==> config.mk <==
export PLATFORM = sky130hd
export DESIGN_NAME = search_time_manager
export DESIGN_NICKNAME = d
export VERILOG_FILES = /design/src/rtl/chess_pkg.sv /design/src/rtl/search_time_manager_ms_tick_gen.sv /design/src/rtl/search_time_manager.sv
export SDC_FILE = /design/constraint.sdc
export NUM_CORES = 1
export LEC_CHECK = 0
export CAP_MARGIN = 20
export CORE_MARGIN = 8
export CORE_UTILIZATION = 45
export CTS_CLUSTER_DIAMETER = 80
export DETAILED_ROUTE_END_ITERATION = 12
export HOLD_SLACK_MARGIN = 0.15
export PLACE_DENSITY = 0.8
export SYNTH_ARGS = -nofsm -noshare
export SYNTH_HDL_FRONTEND = slang
export SYNTH_SLANG_ARGS = --single-unit
export TNS_END_PERCENT = 1
==> constraint.sdc <==
create_clock -name clk_in -period 14.2 [get_ports clk_in]
set_clock_uncertainty 0.2 [all_clocks]
set_input_delay 2.13 -clock clk_in [delete_from_list [all_inputs] [get_ports clk_in]]
set_output_delay 2.13 -clock clk_in [all_outputs]
set_load 0.02 [all_outputs]
==> src/rtl/chess_pkg.sv <==
// Shared types and constants for the chess engine control blocks.
// Holds the search time manager state encoding and small arithmetic helpers.
package chess_pkg;

   typedef enum logic [1:0] {
      TM_IDLE,
      TM_CALC,
      TM_RUN,
      TM_EXPIRED
   } tm_state_t;

   localparam int unsigned MS_PER_S = 1000;

   function automatic logic [31:0] sat_u32(input logic [63:0] v);
      return (v[63:32] != 32'd0) ? 32'hFFFF_FFFF : v[31:0];
   endfunction

   function automatic logic [31:0] min_u32(input logic [31:0] a,
                                           input logic [31:0] b);
      return (a < b) ? a : b;
   endfunction

   function automatic logic [31:0] max_u32(input logic [31:0] a,
                                           input logic [31:0] b);
      return (a > b) ? a : b;
   endfunction

endpackage

==> src/rtl/search_time_manager_ms_tick_gen.sv <==
// Millisecond prescaler: counts 0..DIV-1 while enabled and pulses on wrap.
// Shared by the elapsed-time counter and later info/nps reporting.
module ms_tick_gen
   import chess_pkg::*;
#(
   parameter int unsigned DIV = 4
) (
   input  logic clk_in,
   input  logic rst_in,
   input  logic clear_in,
   input  logic en_in,
   output logic tick_out
);

   localparam int unsigned W = (DIV > 1) ? $clog2(DIV) : 1;
   localparam logic [W-1:0] LAST = W'(DIV - 1);

   logic [W-1:0] cnt_q;
   logic [W-1:0] cnt_d;
   logic         wrap;

   assign wrap     = en_in && !clear_in && (cnt_q == LAST);
   assign tick_out = wrap;

   always_comb begin
      cnt_d = cnt_q;
      if (clear_in) begin
         cnt_d = '0;
      end else if (en_in) begin
         cnt_d = wrap ? '0 : cnt_q + W'(1);
      end
   end

   always_ff @(posedge clk_in) begin
      if (!rst_in) begin
         cnt_q <= '0;
      end else begin
         cnt_q <= cnt_d;
      end
   end

endmodule

==> src/rtl/search_time_manager.sv <==
// Converts UCI clock info into a per-move cycle budget and counts it down.
// Also reports elapsed search time in ms and pulses expiry once per search.
module search_time_manager
   import chess_pkg::*;
#(
   parameter int unsigned CLOCK_FREQ    = 40_000_000,
   parameter int unsigned TIME_SHIFT    = 3,
   parameter int unsigned MIN_BUDGET_MS = 1
) (
   input  logic        clk_in,
   input  logic        rst_in,
   input  logic        go_in,
   input  logic [31:0] time_ms_in,
   input  logic [31:0] inc_ms_in,
   input  logic        fixed_en_in,
   input  logic [31:0] fixed_ms_in,
   input  logic        abort_in,
   input  logic        move_valid_in,
   output logic [31:0] time_out,
   output logic        running_out,
   output logic        expired_out,
   output logic [31:0] elapsed_ms_out
);

   localparam int unsigned CYC_PER_MS = CLOCK_FREQ / MS_PER_S;
   localparam logic [63:0] CYC64 = 64'(CYC_PER_MS);
   localparam logic [31:0] MIN_MS = 32'(MIN_BUDGET_MS);

   tm_state_t   state_q;
   tm_state_t   state_d;
   logic [31:0] time_q;
   logic [31:0] time_d;
   logic [31:0] budget_q;
   logic [31:0] budget_d;
   logic [31:0] elapsed_q;
   logic [31:0] elapsed_d;
   logic        expired_q;
   logic        expired_d;
   logic        running_q;
   logic        running_d;

   logic [31:0] frac_ms;
   logic [31:0] auto_ms;
   logic [31:0] sel_ms;
   logic [63:0] product;
   logic [31:0] load_cyc;
   logic        ms_tick;
   logic        tick_en;

   // Budget selection is combinational off the inputs; only latched on go.
   always_comb begin
      frac_ms = time_ms_in >> TIME_SHIFT;
      auto_ms = min_u32(inc_ms_in, frac_ms);
      sel_ms  = fixed_en_in ? fixed_ms_in : auto_ms;
      budget_d = budget_q;
      if (go_in) begin
         budget_d = max_u32(sel_ms, MIN_MS);
      end
   end

   assign product  = {32'd0, budget_q} * CYC64;
   assign load_cyc = sat_u32(product);

   assign tick_en = (state_q != TM_IDLE);

   ms_tick_gen #(
      .DIV(CYC_PER_MS)
   ) u_tick (
      .clk_in  (clk_in),
      .rst_in  (rst_in),
      .clear_in(go_in),
      .en_in   (tick_en),
      .tick_out(ms_tick)
   );

   always_comb begin
      elapsed_d = elapsed_q;
      if (go_in) begin
         elapsed_d = '0;
      end else if (ms_tick && (elapsed_q != 32'hFFFF_FFFF)) begin
         elapsed_d = elapsed_q + 32'd1;
      end
   end

   // go > move_valid > abort > natural expiry
   always_comb begin
      state_d   = state_q;
      time_d    = time_q;
      expired_d = 1'b0;
      if (go_in) begin
         state_d = TM_CALC;
         time_d  = '0;
      end else begin
         unique case (state_q)
            TM_IDLE: begin
               time_d = '0;
            end
            TM_CALC: begin
               if (move_valid_in) begin
                  state_d = TM_IDLE;
                  time_d  = '0;
               end else if (abort_in) begin
                  state_d   = TM_EXPIRED;
                  time_d    = '0;
                  expired_d = 1'b1;
               end else begin
                  state_d = TM_RUN;
                  time_d  = load_cyc;
               end
            end
            TM_RUN: begin
               if (move_valid_in) begin
                  state_d = TM_IDLE;
                  time_d  = '0;
               end else if (abort_in || (time_q <= 32'd1)) begin
                  state_d   = TM_EXPIRED;
                  time_d    = '0;
                  expired_d = 1'b1;
               end else begin
                  time_d = time_q - 32'd1;
               end
            end
            TM_EXPIRED: begin
               time_d = '0;
               if (move_valid_in) begin
                  state_d = TM_IDLE;
               end
            end
            default: begin
               state_d = TM_IDLE;
               time_d  = '0;
            end
         endcase
      end
      running_d = (state_d == TM_CALC) || (state_d == TM_RUN);
   end

   always_ff @(posedge clk_in) begin
      if (!rst_in) begin
         state_q   <= TM_IDLE;
         time_q    <= '0;
         budget_q  <= '0;
         elapsed_q <= '0;
         expired_q <= 1'b0;
         running_q <= 1'b0;
      end else begin
         state_q   <= state_d;
         time_q    <= time_d;
         budget_q  <= budget_d;
         elapsed_q <= elapsed_d;
         expired_q <= expired_d;
         running_q <= running_d;
      end
   end

   assign time_out       = time_q;
   assign running_out    = running_q;
   assign expired_out    = expired_q;
   assign elapsed_ms_out = elapsed_q;

endmodule

### Yosys cells after proc, flatten, opt, wreduce, memory -nomap -nowiden

Index checks and enable logic that the tools add are counted.

* multiply operators: 1
* muxes and demuxes: 22
* equality and inequality tests: 7
* bitwise operators: 1
* add/subtract/negate cells: 3
* magnitude comparators: 3
* reduce and logical (&&, ||, !) cells: 11

Operators by type and width (number)
* two-way mux 32 bit: 8
* case mux 32 bit (3 select lines): 1
* multiplier 32 x 10 -> 42 bit, second input constant: 1
* adder 32 x 1 -> 32 bit, second input constant: 1
* > comparator 32 x 1 -> 1 bit, second input constant: 1
* <= comparator 32 x 1 -> 1 bit, second input constant: 1
* < comparator 32 x 29 -> 1 bit: 1
* inequality test 32 bit, second input constant: 1
* nonzero test 32 bit: 1
* subtractor 32 x 1 -> 32 bit, second input constant: 1
* adder 16 x 1 -> 16 bit, second input constant: 1
* equality test 16 bit, second input constant: 1
* two-way mux 16 bit: 1
* two-way mux 2 bit: 5
* equality test 2 bit, second input constant: 3
* case mux 2 bit (3 select lines): 1
* two-way mux 1 bit: 5
* equality test 2 x 1 -> 1 bit, second input constant: 2
* OR reduction 2 bit: 2
* logical AND 1 bit: 3
* logical NOT 2 bit: 1
* logical OR 1 bit: 2
* case mux 1 bit (2 select lines): 1
* nonzero test 2 bit: 1
* 2 further kinds: 2

* register bits: 116
* input port bits: 102
* logic and storage cells: 55

### Logic depth before layout (Yosys ltp)

Gate-level depths: netlist of run 1.

* depth in word-level cells: 8
* mapped depth: 24

### By module

A second synthesis of run 1 with hierarchy kept.

* cell total of the unflattened synthesis: 1463
* area total of the unflattened synthesis: 12127.9 µm²

Modules (own cells, without submodules)
* search_time_manager: cells each 1379, area an instance 11362.1 µm², times used 1, seq. area each 2001.9 µm²
* ms_tick_gen: cells each 84, area an instance 765.7 µm², times used 1, seq. area each 320.3 µm²

### Worst setup path before layout of run 1

OpenSTA, ideal clock, no wires.

* path type: register to register
* from: register budget_q[8]
* to: register time_q[0], in the netlist time_out[0]
* data arrival time: 5.441 ns
* setup slack: 8.424 ns
* stages on the path, launching flop included: 23
* period minus slack after synthesis: 5.776 ns
* path through: dfxtp_1 > inv_1 > fa_1 > inv_1 > ha_1 > fa_1 > ha_1 > inv_1 > fa_1 > inv_1 > ha_1 > nand2_2 > or4_4 > o221a_4 > o2111a_2 > o21bai_2 > a311oi_1 > xor2_1 > and4_1 > nand4_2 > nor3_4 > buf_6 > o32ai_1

* longest elaborated chain between the ends: 6

Ends and longest elaborated chain
* start: declaration: line search_time_manager.sv:33 `logic [31:0] budget_q;`
* start signal: assignment: line search_time_manager.sv:149 `budget_q <= budget_d;`
* multiplier 32 x 10 -> 42 bit: line search_time_manager.sv:61 `assign product = {32'd0, budget_q} * CYC64;`
* nonzero test 32 bit: line chess_pkg.sv:15 `return (v[63:32] != 32'd0) ? 32'hFFFF_FFFF : v[31:0];`
* two-way mux 32 bit: line chess_pkg.sv:15
* two-way mux 32 bit: line search_time_manager.sv:102 `end else if (abort_in) begin`
* two-way mux 32 bit: line search_time_manager.sv:99 `if (move_valid_in) begin`
* case mux 32 bit (3 select lines): line search_time_manager.sv:94 `unique case (state_q)`
* end signal: assignment: line search_time_manager.sv:148 `time_q <= time_d;`
* end: declaration: line search_time_manager.sv:31 `logic [31:0] time_q;`

Every way passes these cells.
A chain may end at the register's enable or synchronous reset.

### Final worst setup path of run 1

* from: register budget_q[5]
* to: register time_q[0], in the netlist time_out[0]

Same word-level chain as after synthesis.

==> impl_metrics.ini, run 1 <==
[clock_network]
holdBufCountCts = 0
clk-insertion-delay-late_ps = 420
ctsRootBufferMaster = clkbuf_16
clk_pin_slew_ps = 60
postCtsSetupRepairBufs = 0
htree_levels = 4
numCtsBuffers = 17
cts_resized = 0
clk_path_buf_depth = 2
cts_tree = built
cts_sinks = 116

[synth]
synth_top_cell_by_area = dfxtp_1
synth_async_sr_flop_share = 0
synthTopCellsByCount = inv_1 (190), ha_1 (154), nor2_1 (152)
syn_nets = 1783
yosysMostFrequentCell = inv_1
synth_cells = 1444
synth_top_flop_cell = dfxtp_1
synth_area_sq_um = 11900
synth_edf_count = 0
synth_top_cells_by_area = dfxtp_1 (20%), ha_1 (16%), fa_1 (14%)
ys_ff_latch = 116
ys_types = 69
yosys.area.top_type_share = 0.195
avgSynthCellArea_sq_um = 8.24
yosysSeqAreaShare = 0.195
yosysWarningCount = 0

[routing]
drc = 0
detail-route-antenna-nets = 0
dr.pass1.iters = 5
routed_via_density = 5.53
drt_iter0_markers = 688
drt_wl_total_mm = 31.4
vias = 10712
wl_per_cell_um = 16.2

[die]
rows = 59
start_util = 0.458
pin_count = 168
core-area_sq_um = 26000
die_w_um = 179
chipHeight_um = 179
dieArea_sq_um = 31900

[timing]
fin_hold_ws_ps = 307
drv_slew = 0
slew_headroom = 0.272
finalCriticalPeriod_ps = 6800
rsz0062_at_grt = false
layout_setup_ws_ps = 7400
tns_ps = 0
hold_viol = 0
timing.fmax_ghz = 0.147
tightest_slew_ps = 1090
finalCritPeriodShare = 0.479
setup_viol = 0

[setup_path]
required_ps = 14290
cp-end-kind = flop
worst-setup-path-type = flop to flop
startpoint_type = flop
worstPathMaxFanout = 17
worstPathArrival_ps = 6890

[status]
run_status = finished, final reports clean

[power]
leakage_nw = 6.80
p_per_area_nw_per_um2 = 106
ir_drop_v = 0.000135

[place]
dp_cells = 1904
hpwl_mm = 25.0
dp_slack_ps = 7170
place.gp.congestion = 0.892
portBuffers = 164

[grt]
antenna_found_initial = 0
grt_pass1_vias = 10798
grt_pass1_wl_mm = 52.1
gr-total-overflow = 0
grt_max_degree = 43
grt_usage = 0.199

[hold_path]
hp-class = flop to flop

[cells_and_area]
nets = 1928
diodes = 0
drive_gt1_frac = 0.0350
area_growth_pct = 20.9
fin_cells = 1937
nFillCells = 2288

[flow_run]
cap_violations = 0
## where the power goes
part	total (mW)	switching [mW]	internal [mW]	leakage, nW
logic	0.763	0.449	0.314	5.58
clock network	0.413	0.166	0.247	0.278
registers	0.350	0.0159	0.334	0.942
total	1.53	0.631	0.895	6.80
## cell families after synthesis
logic type	Yosys count	share of synthesized area
simple gates	438	0.181
compound gates	295	0.153
fa+ha+maj	237	0.302
buf+inv	235	0.0762
flops	116	0.195
xor+xnor	93	0.0685
mux	30	0.0252
## worst paths after layout
path / startpoint / to / slack (ps) / cells past startpoint
worst max-delay path: budget_q[5] / time_out[0] / 7400 / 22
worst min-delay path: u_tick.cnt_q[1] / u_tick.cnt_q[1] / 310 / 2
worst max register to register: budget_q[5] / time_out[0] / 7400 / 22
worst min register to register: u_tick.cnt_q[1] / u_tick.cnt_q[1] / 310 / 2
## registers in the layout, summed over array words and instances, names as in the netlist
register and cells:
state_q 2, budget_q 32, time_out 32, running_out 1, expired_out 1, elapsed_ms_out 32
u_tick.cnt_q 16
## final cells by class
cell class                      instances  area (sq um)  area share
Sequential cell                       116          2320       0.161
Multi-Input combinational cell       1093          8670       0.603
Timing Repair Buffer                  170          1690       0.117
Tap cell                              335           419      0.0291
Clock buffer                           18           439      0.0305
Clock inverter                         14           129     0.00896
Inverter                              191           717      0.0498
## metrics by stage
stage | total power [mW] | instance area [sq um] | util
2_1_floorplan | 0.918 | 11900 | -
3_3_place_gp | 1.09 | 13800 | 0.531
3_5_place_dp | 1.11 | 13800 | 0.531
4_1_cts | 1.53 | 14400 | 0.553
5_1_grt | 1.65 | 14400 | 0.554
6_report | 1.53 | 14400 | 0.554
## critical path, stage by stage, from the launching register on
cell,delay (ps)
dfxtp_1,450
inv_1,170
fa_1,560
inv_1,50
ha_1,290
fa_1,500
ha_1,290
inv_1,50
fa_1,510
inv_1,50
ha_1,370
inv_1,120
or4_4,550
o221a_4,290
o2111a_2,290
o21bai_2,260
a311oi_1,150
xor2_1,150
and4_1,220
nand4_2,170
nor3_4,610
buf_8,250
o32ai_1,100
## layout by cell type (no fill, tap or decap), types with 33 or more instances in the layout
| master | count |
|---|---|
| inv_1 | 190 |
| clkdlybuf4s50_1 | 163 |
| ha_1 | 154 |
| nor2_1 | 152 |
| a21oi_1 | 124 |
| dfxtp_1 | 116 |
| nand2_1 | 103 |
| fa_1 | 83 |
| o21ai_0 | 70 |
| xor2_1 | 49 |
| xnor2_1 | 44 |
| nand3_1 | 33 |
## layer usage
| metal | vias to the layer above | track usage | share of wire |
|---|---|---|---|
| li1 | 5235 | - | - |
| met1 | 5162 | 0.225 | 0.41 |
| met2 | 252 | 0.372 | 0.53 |
| met3 | 63 | 0.0284 | 0.033 |
| met4 | 0 | 0.0699 | 0.028 |
| met5 | - | 0 | 0 |
No activity file was read; power rests on OpenSTA's default activity.
==> run 2: changes to the inputs <==
==> constraint.sdc (replaced) <==
create_clock -name clk_in -period 6.3 [get_ports clk_in]
set_clock_uncertainty 0.2 [all_clocks]
set_input_delay 0.945 -clock clk_in [delete_from_list [all_inputs] [get_ports clk_in]]
set_output_delay 0.945 -clock clk_in [all_outputs]
set_load 0.02 [all_outputs]
==> impl_metrics.ini, run 2 (synthesis results as in run 1) <==
[timing]
timing.fmax_ghz = 0.165
setup_viol = 0
layout_setup_ws_ps = 234
tns_ps = 0
finalCritPeriodShare = 0.963
fin_hold_ws_ps = 303
slew_headroom = 0.386
tightest_slew_ps = 916
drv_slew = 0
finalCriticalPeriod_ps = 6070
hold_viol = 0

[cells_and_area]
final_util = 0.564
multi_input_area_sq_um = 8730
nFillCells = 2240
area_growth_pct = 23.2
final_common_cell = inv_1
nets = 1948
diodes = 0
seq_area_sq_um = 2320
drive_gt1_frac = 0.0536
most-common-layout-cells = inv_1 (187), clkdlybuf4s50_1 (163), nor2_1 (152)

[hold_path]
hold_depth = 2
min_from = u_tick.cnt_q[1]
hp-class = flop to flop
holdPathEnd = u_tick.cnt_q[1]

[power]
power.total_mw = 3.61
p_per_area_nw_per_um2 = 246
ir_drop_v = 0.000284
leakage_nw = 6.93

[clock_network]
clk-insertion-delay-late_ps = 430
cts_tree = built
clk_pin_slew_ps = 60
cts_sinks = 116
numCtsBuffers = 17
clk_path_buf_depth = 2
ctsRootBufferMaster = clkbuf_16
holdBufCountCts = 0
htree_levels = 4

[setup_path]
worstPathCellList = inv_1 > fa_1 > inv_1 > ha_1 > fa_1 > ha_1 > inv_1 > fa_1 > inv_1 > ha_1 > nand2_2 > or4_4 > o221a_4 > o2111a_2 > nand2_1 > o2111ai_1 > a211oi_1 > and4_1 > nand4_2 > nor3_4 > buf_4 > buf_6 > o32ai_1
r2r_cells = 23
reg2reg_to = time_out[0]
slowest_delay_ps = 540
required_ps = 6400
worst-setup-path-type = flop to flop
r2r-start = budget_q[6]
crit_start = budget_q[6]
slowest_stage = fa_1
path_common_cell = inv_1
crit_family = adder cells
r2r_slack_ps = 230
worstPathArrival_ps = 6160
critPathBufInv = 6
worstPathMaxFanout = 7
cp-end-kind = flop
startpoint_type = flop

[place]
portBuffers = 164
dp_slack_ps = 105
place.gp.congestion = 0.904
hpwl_mm = 25.2

[die]
rows = 59
core-area_sq_um = 26000
dieArea_sq_um = 31900
chipHeight_um = 179
die_w_um = 179
start_util = 0.458
pin_count = 168

[grt]
grt_pass1_vias = 11105
antenna_found_initial = 0
gr-total-overflow = 0
grt_usage = 0.201
grt_max_degree = 43
grt_pass1_wl_mm = 52.7

[status]
run_status = finished, final reports clean

[routing]
drt_wl_total_mm = 32.0
dr.pass1.iters = 5
detail-route-antenna-nets = 0
wl_per_cell_um = 16.4
vias = 10849
drt_iter0_markers = 640
drc = 0
routed_via_density = 5.54

[flow_run]
cap_violations = 0
-- run 2: cell count changes in the layout (fill, tap and decap cells not counted), sizes merged --
cell      delta
buf         +20
clkinv       -5
inv          +4
bufinv       +2
clkinvlp     -1
-- run 2: repair_timing --
item / in CTS / in global routing
buffers inserted: 0 / 3
hold endpoints to repair: 0 / 0
resized for setup: 0 / 22
setup endpoints to repair: 0 / 32
-- run 2: where the power goes --
group / total [mW] / leakage, nW / internal (mW) / switching (mW)
clock network: 1.04 / 0.305 / 0.644 / 0.399
registers: 0.783 / 0.943 / 0.753 / 0.0300
logic: 1.78 / 5.68 / 0.737 / 1.05
total: 3.61 / 6.93 / 2.13 / 1.48
-- run 2: worst min-delay path: stages, from the launching register on --
cell	delay, ps
dfxtp_1	330
nand2_1	70
a21oi_1	50
-- run 2: per-layer routing --
layer  GRT usage  share of wire  vias to the layer above
met5           0              0                        -
met4      0.0792          0.033                        0
met3      0.0345          0.044                       84
met2       0.375           0.53                      295
met1       0.223           0.40                     5188
li1            -              -                     5282
-- run 2: stage by stage --
stage	instance area [sq um]	std cells
after floorplan	11900	1444
after global placement	13900	1919
after detailed placement	13900	1919
after CTS	14500	1951
after global routing	14700	1957
final	14700	1957
-- run 2: how the worst max path moves through the flow --
stage,endpoint,slack [ps],cells after the start
after global placement,time_out[23],220,21
after floorplan,time_out[0],520,22
after global routing,time_out[0],-30,23
after detailed placement,time_out[24],110,22
after CTS,time_out[24],80,22
final,time_out[0],230,23
-- run 2: final cells by class --
| type | count | share of cell area |
|---|---|---|
| multi-input combinational | 1093 | 0.595 |
| inverter | 191 | 0.0489 |
| clock inverter | 14 | 0.0128 |
| clock buffer | 18 | 0.0300 |
| tap | 335 | 0.0286 |
| sequential | 116 | 0.159 |
| timing repair buffer | 190 | 0.126 |
==> run 3: changes to the inputs <==
--- a/config.mk
+++ b/config.mk
@@ -8,6 +8,7 @@
 export CAP_MARGIN = 20
 export CORE_MARGIN = 8
 export CORE_UTILIZATION = 45
+export CTS_BUF_LIST = sky130_fd_sc_hd__clkbuf_8
 export CTS_CLUSTER_DIAMETER = 80
 export DETAILED_ROUTE_END_ITERATION = 12
 export HOLD_SLACK_MARGIN = 0.15
==> impl_metrics.ini, run 3 (synthesis results as in run 1) <==
[clock_network]
htree_levels = 4
holdBufCountCts = 0
clk_pin_slew_ps = 80
ctsRootBufferMaster = clkbuf_8
numCtsBuffers = 17
cts_tree = built
cts_sinks = 116
clk_path_buf_depth = 2
clk-insertion-delay-late_ps = 450

[routing]
vias = 10789
drc = 0
detail-route-antenna-nets = 0
drt_wl_total_mm = 31.5
wl_per_cell_um = 16.1
routed_via_density = 5.52
dr.pass1.iters = 5
drt_iter0_markers = 642

[power]
swShare = 0.430
p_seq_frac = 0.235
combPwrFrac = 0.532
p_clk_frac = 0.233
p_per_area_nw_per_um2 = 230
leakage_nw = 6.83
ir_drop_v = 0.000232
switchingPower_mw = 1.43
cell_internal_pwr_mw = 1.90

[cells_and_area]
drive_gt1_frac = 0.0531
area_growth_pct = 21.4
diodes = 0
final_common_cell = inv_1
nets = 1946
most-common-layout-cells = inv_1 (187), clkdlybuf4s50_1 (163), nor2_1 (152)
fin_cells = 1955
final_cell_area_sq_um = 14400

[place]
place.gp.congestion = 0.904
place_area_sq_um = 13900
dp_cells = 1919
portBuffers = 164
hpwl_mm = 25.2

[setup_path]
required_ps = 6440
cp-end-kind = flop
startpoint_type = flop
worstPathMaxFanout = 5
worstPathArrival_ps = 6230
r2r_cells = 23
worst-setup-path-type = flop to flop

[die]
rows = 59
die_w_um = 179
start_util = 0.458
dieArea_sq_um = 31900
core-area_sq_um = 26000
pin_count = 168
chipHeight_um = 179

[grt]
antenna_found_initial = 0
grt_max_degree = 43
grt_pass1_vias = 10999
grt_pass1_wl_mm = 52.0
grt_usage = 0.198
gr-total-overflow = 0

[hold_path]
hold_depth = 2
hp-class = flop to flop

[timing]
finalCriticalPeriod_ps = 6090
setup_viol = 0
timing.fmax_ghz = 0.164
tightest_slew_ps = 924
fin_hold_ws_ps = 304
finalCritPeriodShare = 0.967
drv_slew = 0
hold_viol = 0
slew_headroom = 0.380
tns_ps = 0

[status]
run_status = finished, final reports clean

[flow_run]
cap_violations = 0
==> run 3: changes by cell type in the layout (fill, tap and decap cells not counted), sizes merged <==
cell | before | now
buf | 27 | 25
==> run 3: area by class of cell <==
class                      count  area, sq um
fill                        2287        11500
inverter                     191          717
timing repair buffer         188         1830
tap                          335          419
clock inverter                14          188
sequential                   116         2330
clock buffer                  18          248
multi-input combinational   1093         8720
==> run 3: layer usage <==
metal,vias to the layer above,track usage,share of wire
li1,5271,-,-
met4,0,0.0847,0.035
met2,280,0.365,0.53
met3,86,0.0315,0.046
met5,-,0,0
met1,5152,0.221,0.39
==> run 3: timing repair <==
action | 4_1_cts | 5_1_grt
endpoints found under the setup margin | 0 | 32
resized for setup | 0 | 23
setup buffers | 0 | 1
==> run 3: through the flow <==
step,utilization,power (mW),setup WS [ps]
after floorplan,-,2.07,524
after global placement,0.536,2.47,216
after detailed placement,0.536,2.52,105
after CTS,0.552,3.31,80.4
after global routing,0.556,3.60,-20.3
final,0.556,3.33,210
==> run 3: path summary, 6_finish.rpt <==
path | startpoint | to | slack, ps
hold reg to reg | u_tick.cnt_q[1] | u_tick.cnt_q[1] | 300
setup / recovery | budget_q[5] | time_out[18] | 210
setup reg to reg | budget_q[5] | time_out[18] | 210
hold / removal | u_tick.cnt_q[1] | u_tick.cnt_q[1] | 300
==> run 3: power groups by stage <==
stage               clock (mW)  combinational [mW]  sequential, mW
global route             0.814                2.00           0.786
detailed placement           0                1.72           0.799
global placement             0                1.67           0.798
finish                   0.776                1.77           0.782
floorplan                    0                1.27           0.795
CTS                      0.781                1.74           0.782
==> run 3: worst max-delay path, stage by stage (launching register included) <==
cell	delay [ps]
dfxtp_1	340
inv_1	100
fa_1	540
inv_1	40
ha_1	280
fa_1	490
ha_1	290
inv_1	50
fa_1	500
inv_1	50
ha_1	350
inv_1	110
or4_4	550
o221a_4	300
o2111a_2	300
nand2_1	80
o2111ai_1	110
a211oi_1	280
and4_1	250
nand4_2	180
nor3_4	150
buf_4	190
buf_2	180
a21oi_1	80
